<file path="src/rtl/wb_arbiter.sv">
// Register-file write-port arbiter: merges ALU and LSU results, buffering LSU results in a FIFO.
// Optional macro WB_ARBITER_PERF_EN adds the alu_stall_cycles counter output.
module wb_arbiter #(
   parameter int DEPTH = 4
) (
   input  logic                       clk,
   input  logic                       reset,
   input  logic                       alu_valid,
   input  logic [4:0]                 alu_rd,
   input  logic [31:0]                alu_data,
   output logic                       alu_stall,
   input  logic                       lsu_valid,
   output logic                       lsu_ready,
   input  logic [4:0]                 lsu_rd,
   input  logic [31:0]                lsu_data,
   output logic                       write_enable,
   output logic [4:0]                 write_addr,
   output logic [31:0]                write_data,
`ifdef WB_ARBITER_PERF_EN
   output logic [31:0]                alu_stall_cycles,
`endif
   output logic [$clog2(DEPTH):0]     fifo_count
);

   localparam int PW = $clog2(DEPTH);
   localparam int CW = PW + 1;

   typedef enum logic {NORMAL = 1'b0, DRAIN = 1'b1} state_t;

   state_t          r_state, w_next_state;
   logic [4:0]      r_mem_rd   [DEPTH];
   logic [31:0]     r_mem_data [DEPTH];
   logic [PW-1:0]   r_rd_ptr, r_wr_ptr;
   logic [CW-1:0]   r_count, w_count_nxt;
   logic            r_we;
   logic [4:0]      r_waddr;
   logic [31:0]     r_wdata;

   logic            w_lsu_ready, w_lsu_acc, w_alu_req, w_buf_match, w_hazard, w_alu_stall;
   logic            w_issue, w_enq, w_deq;
   logic [4:0]      w_issue_rd;
   logic [31:0]     w_issue_data;

   // Only slots between the read pointer and read pointer + count hold live entries.
   always_comb begin
      w_buf_match = 1'b0;
      for (int i = 0; i < DEPTH; i++) begin
         logic [PW-1:0] v_off;
         v_off = PW'(i) - r_rd_ptr;
         if ((CW'(v_off) < r_count) && (r_mem_rd[i] == alu_rd))
            w_buf_match = 1'b1;
      end
   end

   always_comb begin
      w_lsu_ready = !reset && (r_count < CW'(DEPTH));
      w_lsu_acc   = lsu_valid && w_lsu_ready && (lsu_rd != 5'd0);
      w_alu_req   = alu_valid && (alu_rd != 5'd0);
      w_hazard    = w_alu_req && (w_buf_match || (w_lsu_acc && (lsu_rd == alu_rd)));
      w_alu_stall = reset || (r_state == DRAIN) || w_hazard;
   end

   always_comb begin
      w_next_state = r_state;
      w_issue      = 1'b0;
      w_issue_rd   = 5'd0;
      w_issue_data = 32'd0;
      w_enq        = 1'b0;
      w_deq        = 1'b0;
      case (r_state)
         NORMAL: begin
            if (w_alu_req && !w_hazard) begin
               w_issue      = 1'b1;
               w_issue_rd   = alu_rd;
               w_issue_data = alu_data;
               w_enq        = w_lsu_acc;
            end else if (r_count != '0) begin
               w_issue      = 1'b1;
               w_issue_rd   = r_mem_rd[r_rd_ptr];
               w_issue_data = r_mem_data[r_rd_ptr];
               w_deq        = 1'b1;
               w_enq        = w_lsu_acc;
            end else if (w_lsu_acc) begin
               w_issue      = 1'b1;
               w_issue_rd   = lsu_rd;
               w_issue_data = lsu_data;
            end
         end
         DRAIN: begin
            if (r_count != '0) begin
               w_issue      = 1'b1;
               w_issue_rd   = r_mem_rd[r_rd_ptr];
               w_issue_data = r_mem_data[r_rd_ptr];
               w_deq        = 1'b1;
            end
            w_enq = w_lsu_acc;
         end
         default: w_next_state = NORMAL;
      endcase
      w_count_nxt = r_count + CW'(w_enq) - CW'(w_deq);
      if (r_state == NORMAL && w_count_nxt == CW'(DEPTH))
         w_next_state = DRAIN;
      else if (r_state == DRAIN && w_count_nxt == '0)
         w_next_state = NORMAL;
   end

   always_ff @(posedge clk) begin
      if (reset) begin
         r_state  <= NORMAL;
         r_rd_ptr <= '0;
         r_wr_ptr <= '0;
         r_count  <= '0;
         r_we     <= 1'b0;
         r_waddr  <= 5'd0;
         r_wdata  <= 32'd0;
      end else begin
         r_state <= w_next_state;
         r_count <= w_count_nxt;
         r_we    <= w_issue;
         if (w_issue) begin
            r_waddr <= w_issue_rd;
            r_wdata <= w_issue_data;
         end
         if (w_enq) r_wr_ptr <= r_wr_ptr + 1'b1;
         if (w_deq) r_rd_ptr <= r_rd_ptr + 1'b1;
      end
   end

   // Storage is not reset; liveness is tracked by the pointers and count alone.
   always_ff @(posedge clk) begin
      if (!reset && w_enq) begin
         r_mem_rd[r_wr_ptr]   <= lsu_rd;
         r_mem_data[r_wr_ptr] <= lsu_data;
      end
   end

`ifdef WB_ARBITER_PERF_EN
   logic [31:0] r_stall_cycles;
   always_ff @(posedge clk) begin
      if (reset)
         r_stall_cycles <= 32'd0;
      else if (alu_valid && w_alu_stall && r_stall_cycles != 32'hFFFF_FFFF)
         r_stall_cycles <= r_stall_cycles + 32'd1;
   end
   assign alu_stall_cycles = r_stall_cycles;
`endif

   assign alu_stall    = w_alu_stall;
   assign lsu_ready    = w_lsu_ready;
   assign write_enable = r_we;
   assign write_addr   = r_waddr;
   assign write_data   = r_wdata;
   assign fifo_count   = r_count;

endmodule

</file>
<file path="config.mk">
export PLATFORM = sky130hd
export DESIGN_NAME = wb_arbiter
export DESIGN_NICKNAME = d
export VERILOG_FILES = /design/src/rtl/wb_arbiter.sv
export SDC_FILE = /design/constraint.sdc
export NUM_CORES = 1
export LEC_CHECK = 0
export CORE_MARGIN = 1.5
export CORE_UTILIZATION = 52
export DETAILED_ROUTE_END_ITERATION = 16
export DONT_BUFFER_PORTS = 1
export GPL_TIMING_DRIVEN = 0
export HOLD_SLACK_MARGIN = 0.15
export MAX_ROUTING_LAYER = met4
export PLACE_DENSITY_LB_ADDON = 0.15
export SKIP_CTS_REPAIR_TIMING = 1
export SLEW_MARGIN = 20
export SYNTH_ARGS = -nofsm -noshare
export SYNTH_HDL_FRONTEND = slang
export SYNTH_SLANG_ARGS = --single-unit
</file>
<file path="constraint.sdc">
create_clock -name clk -period 5.7 [get_ports clk]
set_clock_uncertainty 0.05 [all_clocks]
set_input_delay 1.425 -clock clk [delete_from_list [all_inputs] [get_ports clk]]
set_output_delay 1.425 -clock clk [all_outputs]
set_load 0.03 [all_outputs]
</file>
* Yosys cells after proc, flatten, opt, wreduce, memory -nomap -nowiden *
Memories as Yosys holds them, arrays and structs flattened. A register that Yosys moved wholly into a read port is not among the register bits.
Cells that the tools add are included.

operators by class
  mux-type cells = 32
  magnitude comparators = 5
  add/subtract/negate cells = 8
  equality and inequality tests = 6
  reduce and logical (&&, ||, !) cells = 24
  bitwise operators = 1

operators with widths
  cell                                                               number
  32-bit 2-to-1 mux                                                  4
  32-bit one-hot mux with 2 select lines                             1
  5-bit == test                                                      5
  5-bit 2-to-1 mux                                                   4
  1-bit 2-to-1 mux                                                   15
  1-bit logical AND                                                  14
  2-bit by 3-bit < comparator with 1-bit output                      4
  5-bit one-hot mux with 2 select lines                              1
  5-bit nonzero test                                                 2
  2-bit 2-to-1 mux                                                   4
  1-bit one-hot mux with 2 select lines                              3
  2-bit by 1-bit adder with 2-bit output, second input constant      2
  1-bit by 2-bit subtractor with 2-bit output, first input constant  2
  2-bit subtractor, first input constant                             2
  3-bit by 1-bit adder with 3-bit output                             1
  3-bit == test, second input constant                               1
  3-bit logical NOT                                                  1
  1-bit logical OR                                                   3
  3-bit < comparator, second input constant                          1
  3-bit nonzero test                                                 1
  3-bit by 1-bit subtractor with 3-bit output                        1
  1-bit logical NOT                                                  2
  2-bit nonzero test                                                 1
  1-bit inverter                                                     1

storage, ports and cells
  word-level logic and storage cells = 85
  memories = 2
  register bits after elaboration = 46
  bits in writable memories = 148
  output and inout port bits = 43

memories
  memory      words  bits a word  rd ports  clocked after memory_dff  wr ports  RTL line  text
  r_mem_data  4      32           1         1                         1         32        logic [31:0] r_mem_data [DEPTH];
  r_mem_rd    4      5            5         1                         1         31        logic [4:0] r_mem_rd [DEPTH];

* Longest topological paths before layout *
Gate-level depths: netlist of run 1.

  depth after elaboration = 19
  mapped depth = 19

* Worst setup path after synthesis of run 1 *
OpenSTA, ideal clock, no wires.

  path type = input to output
  start point = input reset
  end point = output alu_stall
  path slack = 826 ps
  arrival = 3399 ps
  stages = 5
  cell sequence = nor2_1 -> o211ai_2 -> nor4_2 -> nor3_1 -> o21ai_0

between the ends
  word-level cells in the longest chain between the ends = 8
  elaborated cells between the ends (all ways) = 9

ends and longest elaborated chain
  what                            RTL line  text
  start, declared                 7         input logic reset,
  1-bit logical NOT               56        w_lsu_ready = !reset && (r_count < CW'(DEPTH));
  1-bit logical AND               56
  1-bit logical AND (2 in a row)  57        w_lsu_acc = lsu_valid && w_lsu_ready && (lsu_rd != 5'd0);
  1-bit logical AND               59        w_hazard = w_alu_req && (w_buf_match || (w_lsu_acc && (lsu_rd == alu_rd)));
  1-bit logical OR                59
  1-bit logical AND               59
  1-bit logical OR *              60        w_alu_stall = reset || (r_state == DRAIN) || w_hazard;
  end, declared                   11        output logic alu_stall,

Mark *: on every way between the ends. The rest lies on a longest branch, timed or not.

* Worst setup path in the final report of run 1 *
Ends and elaborated chain as after synthesis.

==> reports/results.txt, run 1 <==
Mux share of post-synthesis cell area - 14.5%
Main combinational cell family by area after synthesis - multiplexers
Remaining Overflow, GRT - 0
First-pass GRT wire length - 28200 microns
Cell Area, Synth - 0.00844 sq mm
Via count - 4817
Clock sinks - 196
Setup CP Type - input port to output port
Fin. max-slew vios - 0
Post-synth EDFFs - 148
Reg power frac - 44.8%
Crit-path cells - nor2_1, o211ai_2, nor4_2, nor3_1, o21ai_1
Int Power - 3.06 mW
Pin count of the biggest net entering global routing - 21
Placed cells - 787
Hold Path Class - flip-flop to flip-flop
Leak Pwr - 3.41 nW
R2R Setup Slk - 1280 ps
Simple-Gate Fraction of Synth Area - 6.17%
Achievable Freq - 196 MHz
Port bufs - 0
Syn Inst Count - 567
Reg2Reg Depth - 16
GPL Wtd Cong - 0.860
Initial antenna violation count - 0
Final Critical Period - 5090 ps
Worst slew margin relative to its limit - 40.4%
Critical Path RT - 4220 ps
Clk Latency, worst-skew pair - 440 ps
Crit-path max FO - 4
Iteration-0 DRC Markers - 328
Max Root-Sink Buffers - 2
Hold Path Depth - 1
Reg2Reg Launch Point - fifo_count[2]
Layout area overhead - 11.9%
Maximum VDD drop - 0.000272 V
DP HPWL - 12500 microns
Reg2reg end - r_state
Core Util, Final - 59.4%
Rows - 46
Hold Fails Final Rpt - 0
H-Tree Depth - 4
Final #Nets - 679
CTS tree - yes
Distinct cells, synth - 41
Crit path launch type - input port
Crit share post-route - 89.4%
Final cell count without fillers - 820
Worst-Margin Slew - 890 ps
First drt pass iteration count - 6
Crit path arrival time - 3620 ps
Avg Vias per Cell - 5.87
CP max stage delay - 660 ps
Most common cell after layout, fill and taps aside - edfxtp_1
Sequential share of the synthesized area - 64.1%
P per Cell Area - 484 mW/mm^2
Place WS - 352 ps
Wire per inst - 23.0 microns
Leading cell types in the layout, fill and taps excluded - edfxtp_1 (148), dfxtp_1 (48), nor2_1 (47), a21oi_1 (42), nand2_1 (40)
Primary FF master, synth - edfxtp_1
CTS root buffer - clkbuf_16
IO Pins - 121
Die height - 130 microns
GRT met2 Usage - 36.8%
Synthesized Nets - 656
Net load switching power - 1.51 mW
Total GRT Usage - 24.0%
CTS clk-pin slew, worst paths - 70 ps
DR DRC count - 0
Max-cap violations - 0
Setup ws final - 606 ps
Ys Warns - 0
Die ar. - 0.0170 sq mm
Yosys reg bits - 196
Clock power share - 27.9%
Post-synth ARST share - 0%
Final wirelength - 18800 microns
Comb pwr share - 27.3%
Setup violations, final - 0
GR Layer Usage met1 - 31.0%
Initial Utilization - 53.1%
Chip width - 130 microns
Share of cells above drive strength 1 - 16.6%
Core area - 0.0159 sq mm
Outcome - completed
Worst path slowest cell - nor2_1
Vias in the first global route - 4983
Post-synthesis xor/xnor area fraction - 2.91%
CTS Buf Count - 17
Mapped Avg Cell Area - 14.9 sq um
Post-route ant nets - 0
Switching Fraction - 33.1%
Compound-cell area share of the yosys netlist - 7.40%
RSZ-0062 raised after global routing - false
Worst setup EP type - output port
Adder-cell share of the synthesized area - 1.72%
TNS Setup - 0 ps
Met3 Resource Use GR - 5.90%
Grt peak-use layer - met2
Worst hold endpoint - r_wr_ptr[0]
Hold Crit Start - r_wr_ptr[0]
logic make-up after synthesis:
group,count (synthesis)
adder cells (fa/ha/maj),11
flip-flops,196
AO/OA/AOI/OAI,91
multiplexers,76
buffers and inverters,51
XOR/XNOR,28
AND/OR/NAND/NOR,114
synth_stat cells, drive strengths merged, types with 2 or more instances:
cell type,n,share of area (%)
xnor2,14,1.5
nor4,3,0.30
mux2i,38,4.5
and2,4,0.30
ha,10,1.5
edfxtp,148,53
a221oi,2,0.21
nor2,47,2.1
xor2,14,1.5
dfxtp,48,11
clkbuf,18,0.80
or3,3,0.22
o21ai,4,0.24
a21oi,42,2.5
a21o,2,0.18
a211o,36,3.7
inv,11,0.49
or4,2,0.18
nand2,40,1.8
buf,22,1.9
nand4,2,0.15
mux4,37,9.9
nor3,2,0.12
nor2b,6,0.44
final cells by class:
cell class	instances	area, sq um
fill	1257	6440
sequential	196	5410
multi-input combinational	320	2770
clock buffer	18	429
tap	216	270
buffer	40	231
clock inverter	14	200
timing repair buffer	4	95.1
inverter	11	41.3
antenna	1	2.50
sequential cells by signal, indices dropped and copies added (netlist names), named ones only:
register      count
fifo_count        3
r_mem_data      128
r_mem_rd         20
r_rd_ptr          2
r_state           1
r_wr_ptr          2
write_addr        5
write_data       32
write_enable      1
per-layer routing:
metal / wire, microns / vias up / part of all wire [%]
li1: - / 2193 / -
met1: 8060 / 2474 / 43
met2: 9410 / 136 / 50
met3: 1060 / 14 / 5.6
met4: 299 / 0 / 1.6
met5: 0 / - / 0
worst max-delay path: cells and delay by family:
family | cells | cell delay [ps]
simple gates | 3 | 1270
compound gates | 2 | 920
power by group through the flow:
stage	combinational (mW)	clock, mW	sequential, mW
2_1_floorplan	0.945	0	2.04
3_3_place_gp	1.21	0	2.07
3_5_place_dp	1.26	0	2.08
4_1_cts	1.26	1.29	2.05
5_1_grt	1.37	1.34	2.07
6_report	1.25	1.27	2.05
worst max path at each step:
stage | endpoint | depth (start not counted) | from
detailed placement | alu_stall | 5 | reset
floorplan | alu_stall | 5 | reset
global route | alu_stall | 5 | reset
global placement | alu_stall | 5 | reset
finish | alu_stall | 5 | reset
CTS | alu_stall | 5 | reset
through the flow:
step | area, sq um | power, mW | hold slack (ps)
after floorplan | 8440 | 2.98 | 419
after global placement | 8710 | 3.28 | 430
after detailed placement | 8810 | 3.34 | 445
after CTS | 9440 | 4.60 | 468
after global routing | 9440 | 4.78 | 479
final | 9440 | 4.57 | 462
Note: power is estimated with default switching activity, not from simulation.
==> inputs of run 2 (changes only) <==
--- a/config.mk
+++ b/config.mk
@@ -10,8 +10,7 @@
 export DETAILED_ROUTE_END_ITERATION = 16
 export DONT_BUFFER_PORTS = 1
 export GPL_TIMING_DRIVEN = 0
-export HOLD_SLACK_MARGIN = 0.15
-export MAX_ROUTING_LAYER = met4
+export HOLD_SLACK_MARGIN = 0.12
 export PLACE_DENSITY_LB_ADDON = 0.15
 export SKIP_CTS_REPAIR_TIMING = 1
 export SLEW_MARGIN = 20
==> constraint.sdc (replaced) <==
create_clock -name clk -period 5.2 [get_ports clk]
set_clock_uncertainty 0.05 [all_clocks]
set_input_delay 1.3 -clock clk [delete_from_list [all_inputs] [get_ports clk]]
set_output_delay 1.3 -clock clk [all_outputs]
set_load 0.03 [all_outputs]
==> run 2 against run 1 <==
Compared with the run above: hold slack better by 0.51 ps; die area unchanged; count of clock-buffer cells in the layout unchanged; setup slack worse by 260 ps; sequential power up 9%; final area unchanged; global-route usage down 0.73 points; critical path depth unchanged; largest power group unchanged; highest routed layer unchanged.
==> reports/results.txt, run 2 (synthesized netlist as in run 1, its figures left out) <==
DR DRC count - 0 (unchanged)
H-Tree Depth - 4 (unchanged)
Setup violations, final - 0 (unchanged)
TNS Setup - 0 ps (unchanged)
Die ar. - 0.0170 sq mm (unchanged)
Total GRT Usage - 23.3% (-0.73 points)
Setup CP Type - input port to output port
Critical Path RT - 3850 ps (-370 ps)
Post-route ant nets - 0 (unchanged)
Fin. max-slew vios - 0 (unchanged)
RSZ-0062 raised after global routing - false
Vias in the first global route - 4972 (-0.22%)
Wire per inst - 22.9 microns (-0.23%)
P per Cell Area - 530 mW/mm^2 (+9.6%)
Maximum VDD drop - 0.000300 V (+10%)
Rows - 46 (unchanged)
Chip width - 130 microns (unchanged)
Outcome - completed
Filler cells - 1257 (unchanged)
DP HPWL - 12500 microns (unchanged)
First drt pass iteration count - 5 (-1)
CTS Buf Count - 17 (unchanged)
Leading cell types in the layout, fill and taps excluded - edfxtp_1 (148), dfxtp_1 (48), nor2_1 (47), a21oi_1 (42), nand2_1 (40)
Port bufs - 0 (unchanged)
Leak Pwr - 3.41 nW (unchanged)
Crit path arrival time - 3500 ps (-120 ps)
Iteration-0 DRC Markers - 362 (+10%)
Layout area overhead - 11.9% (unchanged)
Hold Crit Start - r_wr_ptr[0]
Final Critical Period - 4850 ps
Register area - 0.00541 sq mm (unchanged)
Clk Latency, worst-skew pair - 440 ps (about the same)
Achievable Freq - 206 MHz
Critical path origin - reset
Worst setup EP type - output port
Max Root-Sink Buffers - 2 (unchanged)
Overall power - 5.01 mW (+9.6%)
IO Pins - 121 (unchanged)
Final #Nets - 679 (unchanged)
Remaining Overflow, GRT - 0 (unchanged)
Max-cap violations - 0 (unchanged)
CTS tree - yes
Pin count of the biggest net entering global routing - 21 (unchanged)
Worst-Margin Slew - 881 ps (-9.21 ps)
Flip-flop count of the largest register after layout - 128 (unchanged)
GPL Wtd Cong - 0.846 (-1.5%)
Reg2Reg Launch Point - fifo_count[2]
Worst slew margin relative to its limit - 41.0% (+0.62 points)
Clock sinks - 196 (unchanged)
Final wirelength - 18800 microns (-0.23%)
Most common cell after layout, fill and taps aside - edfxtp_1
Hold Fails Final Rpt - 0 (unchanged)
Initial Utilization - 53.1% (unchanged)
Hold Path Class - flip-flop to flip-flop
Via count - 4839 (+0.46%)
Area of the multi-input gates - 0.00277 sq mm (unchanged)
CTS clk-pin slew, worst paths - 70 ps (about the same)
Crit-path max FO - 4 (unchanged)
Largest Register - r_mem_data
Core area - 0.0159 sq mm (unchanged)
Initial antenna violation count - 0 (unchanged)
CTS root buffer - clkbuf_16
Crit share post-route - 93.3%
Die height - 130 microns (unchanged)
First-pass GRT wire length - 28200 microns (about the same)
Crit path launch type - input port
Share of cells above drive strength 1 - 16.6% (unchanged)
Avg Vias per Cell - 5.90 (+0.46%)
[run 2: final cells by class]
class,count,share of cell area (%)
tap,216,2.86
timing repair buffer,4,1.01
antenna,1,0.0265
clock buffer,18,4.55
multi-input combinational,320,29.3
inverter,11,0.437
clock inverter,14,2.12
buffer,40,2.45
sequential,196,57.3
[run 2: critical path, cell delays in order]
cell      delay [ps]
nor2_1           650
o211ai_2         280
nor4_2           490
nor3_1           120
o21ai_1          640
[run 2: stage by stage]
step                worst slack [ps]  cells  area [sq um]  hold WS [ps]  utilization, %
floorplan                        576    567          8440           419               -
global placement                98.8    783          8710           430            54.8
detailed placement               102    787          8810           445            55.5
CTS                              103    819          9440           468            59.4
global route                     262    819          9440           479            59.4
finish                           350    820          9440           463            59.4
[run 2: report_power, final]
| part | switching (mW) | internal (mW) |
|---|---|---|
| clock network | 0.585 | 0.813 |
| logic | 0.756 | 0.612 |
| registers | 0.318 | 1.92 |
| total | 1.66 | 3.35 |
[run 2: worst paths after layout]
path / end / slack, ps / cells past startpoint
max: alu_stall / 350 / 5
min: r_wr_ptr[0] / 460 / 1
max reg2reg: r_state / 790 / 16
min reg2reg: r_wr_ptr[0] / 460 / 1
[run 2: metal layers]
metal | GRT usage, % | up-vias | part of all wire, %
met2 | 36.9 | 147 | 49
li1 | - | 2196 | -
met1 | 30.8 | 2469 | 43
met4 | 9.76 | 0 | 2.3
met3 | 6.27 | 27 | 5.9
met5 | 0 | - | 0
==> inputs of run 3 (changes only) <==
--- a/config.mk
+++ b/config.mk
@@ -6,7 +6,7 @@
 export NUM_CORES = 1
 export LEC_CHECK = 0
 export CORE_MARGIN = 1.5
-export CORE_UTILIZATION = 52
+export CORE_UTILIZATION = 60
 export DETAILED_ROUTE_END_ITERATION = 16
 export DONT_BUFFER_PORTS = 1
 export GPL_TIMING_DRIVEN = 0
==> run 3 against run 2 <==
Compared with the run above: sequential cell count did not move; via count rose by 1.0%; final cell count fell by 4.5%; non-clock buffer count did not move; largest cell class unchanged; largest power group unchanged; highest routed layer unchanged.
==> reports/results.txt, run 3 (synthesized netlist as in run 1, its figures left out) <==
Crit share post-route - 94.6% (+1.3 points)
CTS tree - yes
Hold_ws - 471 ps (+7.97 ps)
CTS root buffer - clkbuf_16
Ant diodes - 0 (-1)
IO Pins - 121 (unchanged)
Core area - 0.0138 sq mm (-13%)
Crit path arrival time - 3570 ps (+70 ps)
Flip-flop count of the largest register after layout - 128 (unchanged)
CTS Buf Count - 17 (unchanged)
Final wirelength - 18200 microns (-2.9%)
Setup violations, final - 0 (unchanged)
Die ar. - 0.0148 sq mm (-13%)
Max-cap violations - 0 (unchanged)
Initial antenna violation count - 0 (unchanged)
Filler cells - 955 (-24%)
Final Critical Period - 4920 ps (+67.9 ps)
Critical Path RT - 3850 ps (about the same)
Vias in the first global route - 5104 (+2.7%)
TNS Setup - 0 ps (unchanged)
Iteration-0 DRC Markers - 390 (+7.7%)
Most common cell after layout, fill and taps aside - edfxtp_1
Clock sinks - 196 (unchanged)
Wire per inst - 23.3 microns (+1.6%)
Hold Fails Final Rpt - 0 (unchanged)
Net load switching power - 1.61 mW (-3.1%)
Post-route ant nets - 0 (unchanged)
Int Power - 3.21 mW (-4.1%)
Outcome - completed
Share of cells above drive strength 1 - 15.9% (-0.66 points)
Avg Vias per Cell - 6.24 (+5.8%)
Clk Latency, worst-skew pair - 430 ps (about the same)
Largest Register - r_mem_data
Post-DP Area - 0.00876 sq mm (-0.60%)
Setup CP Type - input port to output port
Worst slew margin relative to its limit - 38.8% (-2.2 points)
Die height - 122 microns (-6.7%)
Worst-Margin Slew - 914 ps (+33.1 ps)
Leading cell types in the layout, fill and taps excluded - edfxtp_1 (148), dfxtp_1 (48), nor2_1 (47), a21oi_1 (42), nand2_1 (40)
Final instance area - 0.00930 sq mm (-1.5%)
RSZ-0062 raised after global routing - false
CTS clk-pin slew, worst paths - 60 ps (about the same)
Comb pwr share - 28.4% (+1.1 points)
Final #Nets - 679 (unchanged)
Achievable Freq - 203 MHz (-1.4%)
H-Tree Depth - 4 (unchanged)
Layout area overhead - 10.2%
Total GRT Usage - 26.2% (+2.9 points)
Worst setup EP type - output port
Crit-path max FO - 4 (unchanged)
Via count - 4888 (+1.0%)
First drt pass iteration count - 5 (unchanged)
Switching Fraction - 33.3% (+0.23 points)
Pin count of the biggest net entering global routing - 22 (+4.8%)
Hold Path Class - flip-flop to flip-flop
DP HPWL - 11900 microns (-5.0%)
Crit path launch type - input port
Remaining Overflow, GRT - 0 (unchanged)
GPL Wtd Cong - 0.887 (+4.9%)
Area of the multi-input gates - 0.00277 sq mm (unchanged)
Rows - 43 (-6.5%)
Chip width - 122 microns (-6.7%)
Max Root-Sink Buffers - 2 (unchanged)
DR DRC count - 0 (unchanged)
First-pass GRT wire length - 28000 microns (-0.95%)
P per Cell Area - 518 mW/mm^2 (-2.3%)
Register area - 0.00541 sq mm (unchanged)
Overall power - 4.82 mW (-3.8%)
Maximum VDD drop - 0.000364 V (+21%)
Fin. max-slew vios - 0 (unchanged)
Leak Pwr - 3.36 nW (-1.6%)
Initial Utilization - 61.0% (+7.9 points)
Reg power frac - 46.5% (+1.7 points)
Clock power share - 25.1% (-2.8 points)
Port bufs - 0 (unchanged)
-- run 3: cell types whose count changed in the layout (fill, tap and decap cells not counted), moves of 2 or more --
cell	change
clkbuf_1	+5
bufinv_16	-3
inv_6	-3
clkinvlp_4	+2
-- run 3: worst max-delay path, cell delays in order --
cell and delay [ps]:
nor2_1 680, o211ai_2 290, nor4_2 510, nor3_1 130, o21ai_1 650
-- run 3: final cells by class --
| class | count | share of cell area, % |
|---|---|---|
| repair buffers | 4 | 0.942 |
| multi-input cells | 320 | 29.7 |
| plain buffers | 40 | 2.49 |
| well taps | 180 | 2.42 |
| clock inverters | 8 | 0.861 |
| clock buffers | 24 | 4.97 |
| flip-flops and latches | 196 | 58.1 |
| inverters | 11 | 0.444 |
-- run 3: routing by layer --
layer / GRT usage (%) / wire length, microns / vias up
li1: - / - / 2194
met1: 34.5 / 7560 / 2474
met2: 42.7 / 9000 / 194
met3: 7.35 / 1370 / 26
met4: 8.31 / 316 / 0
met5: 0 / 0 / -
-- run 3: final timing paths --
check                     start           to  slack [ps]  cells after the start
setup / recovery          reset    alu_stall         280                      5
hold reg to reg     r_wr_ptr[0]  r_wr_ptr[0]         470                      1
hold / removal      r_wr_ptr[0]  r_wr_ptr[0]         470                      1
setup reg to reg  fifo_count[2]      r_state         710                     16
-- run 3: power groups by stage --
| stage | combinational (mW) | clock [mW] | sequential, mW |
|---|---|---|---|
| 2_1_floorplan | 1.04 | 0 | 2.24 |
| 4_1_cts | 1.38 | 1.24 | 2.24 |
| 5_1_grt | 1.51 | 1.29 | 2.26 |
| 3_5_place_dp | 1.37 | 0 | 2.27 |
| 6_report | 1.37 | 1.21 | 2.24 |
| 3_3_place_gp | 1.31 | 0 | 2.27 |
-- run 3: metrics by stage --
stage,cells,setup slack [ps],utilization [%]
after CTS,783,84.7,67.2
after global routing,783,256,67.2
final,783,282,67.2
after global placement,747,141,62.7
after floorplan,567,576,-
after detailed placement,751,86.8,63.3
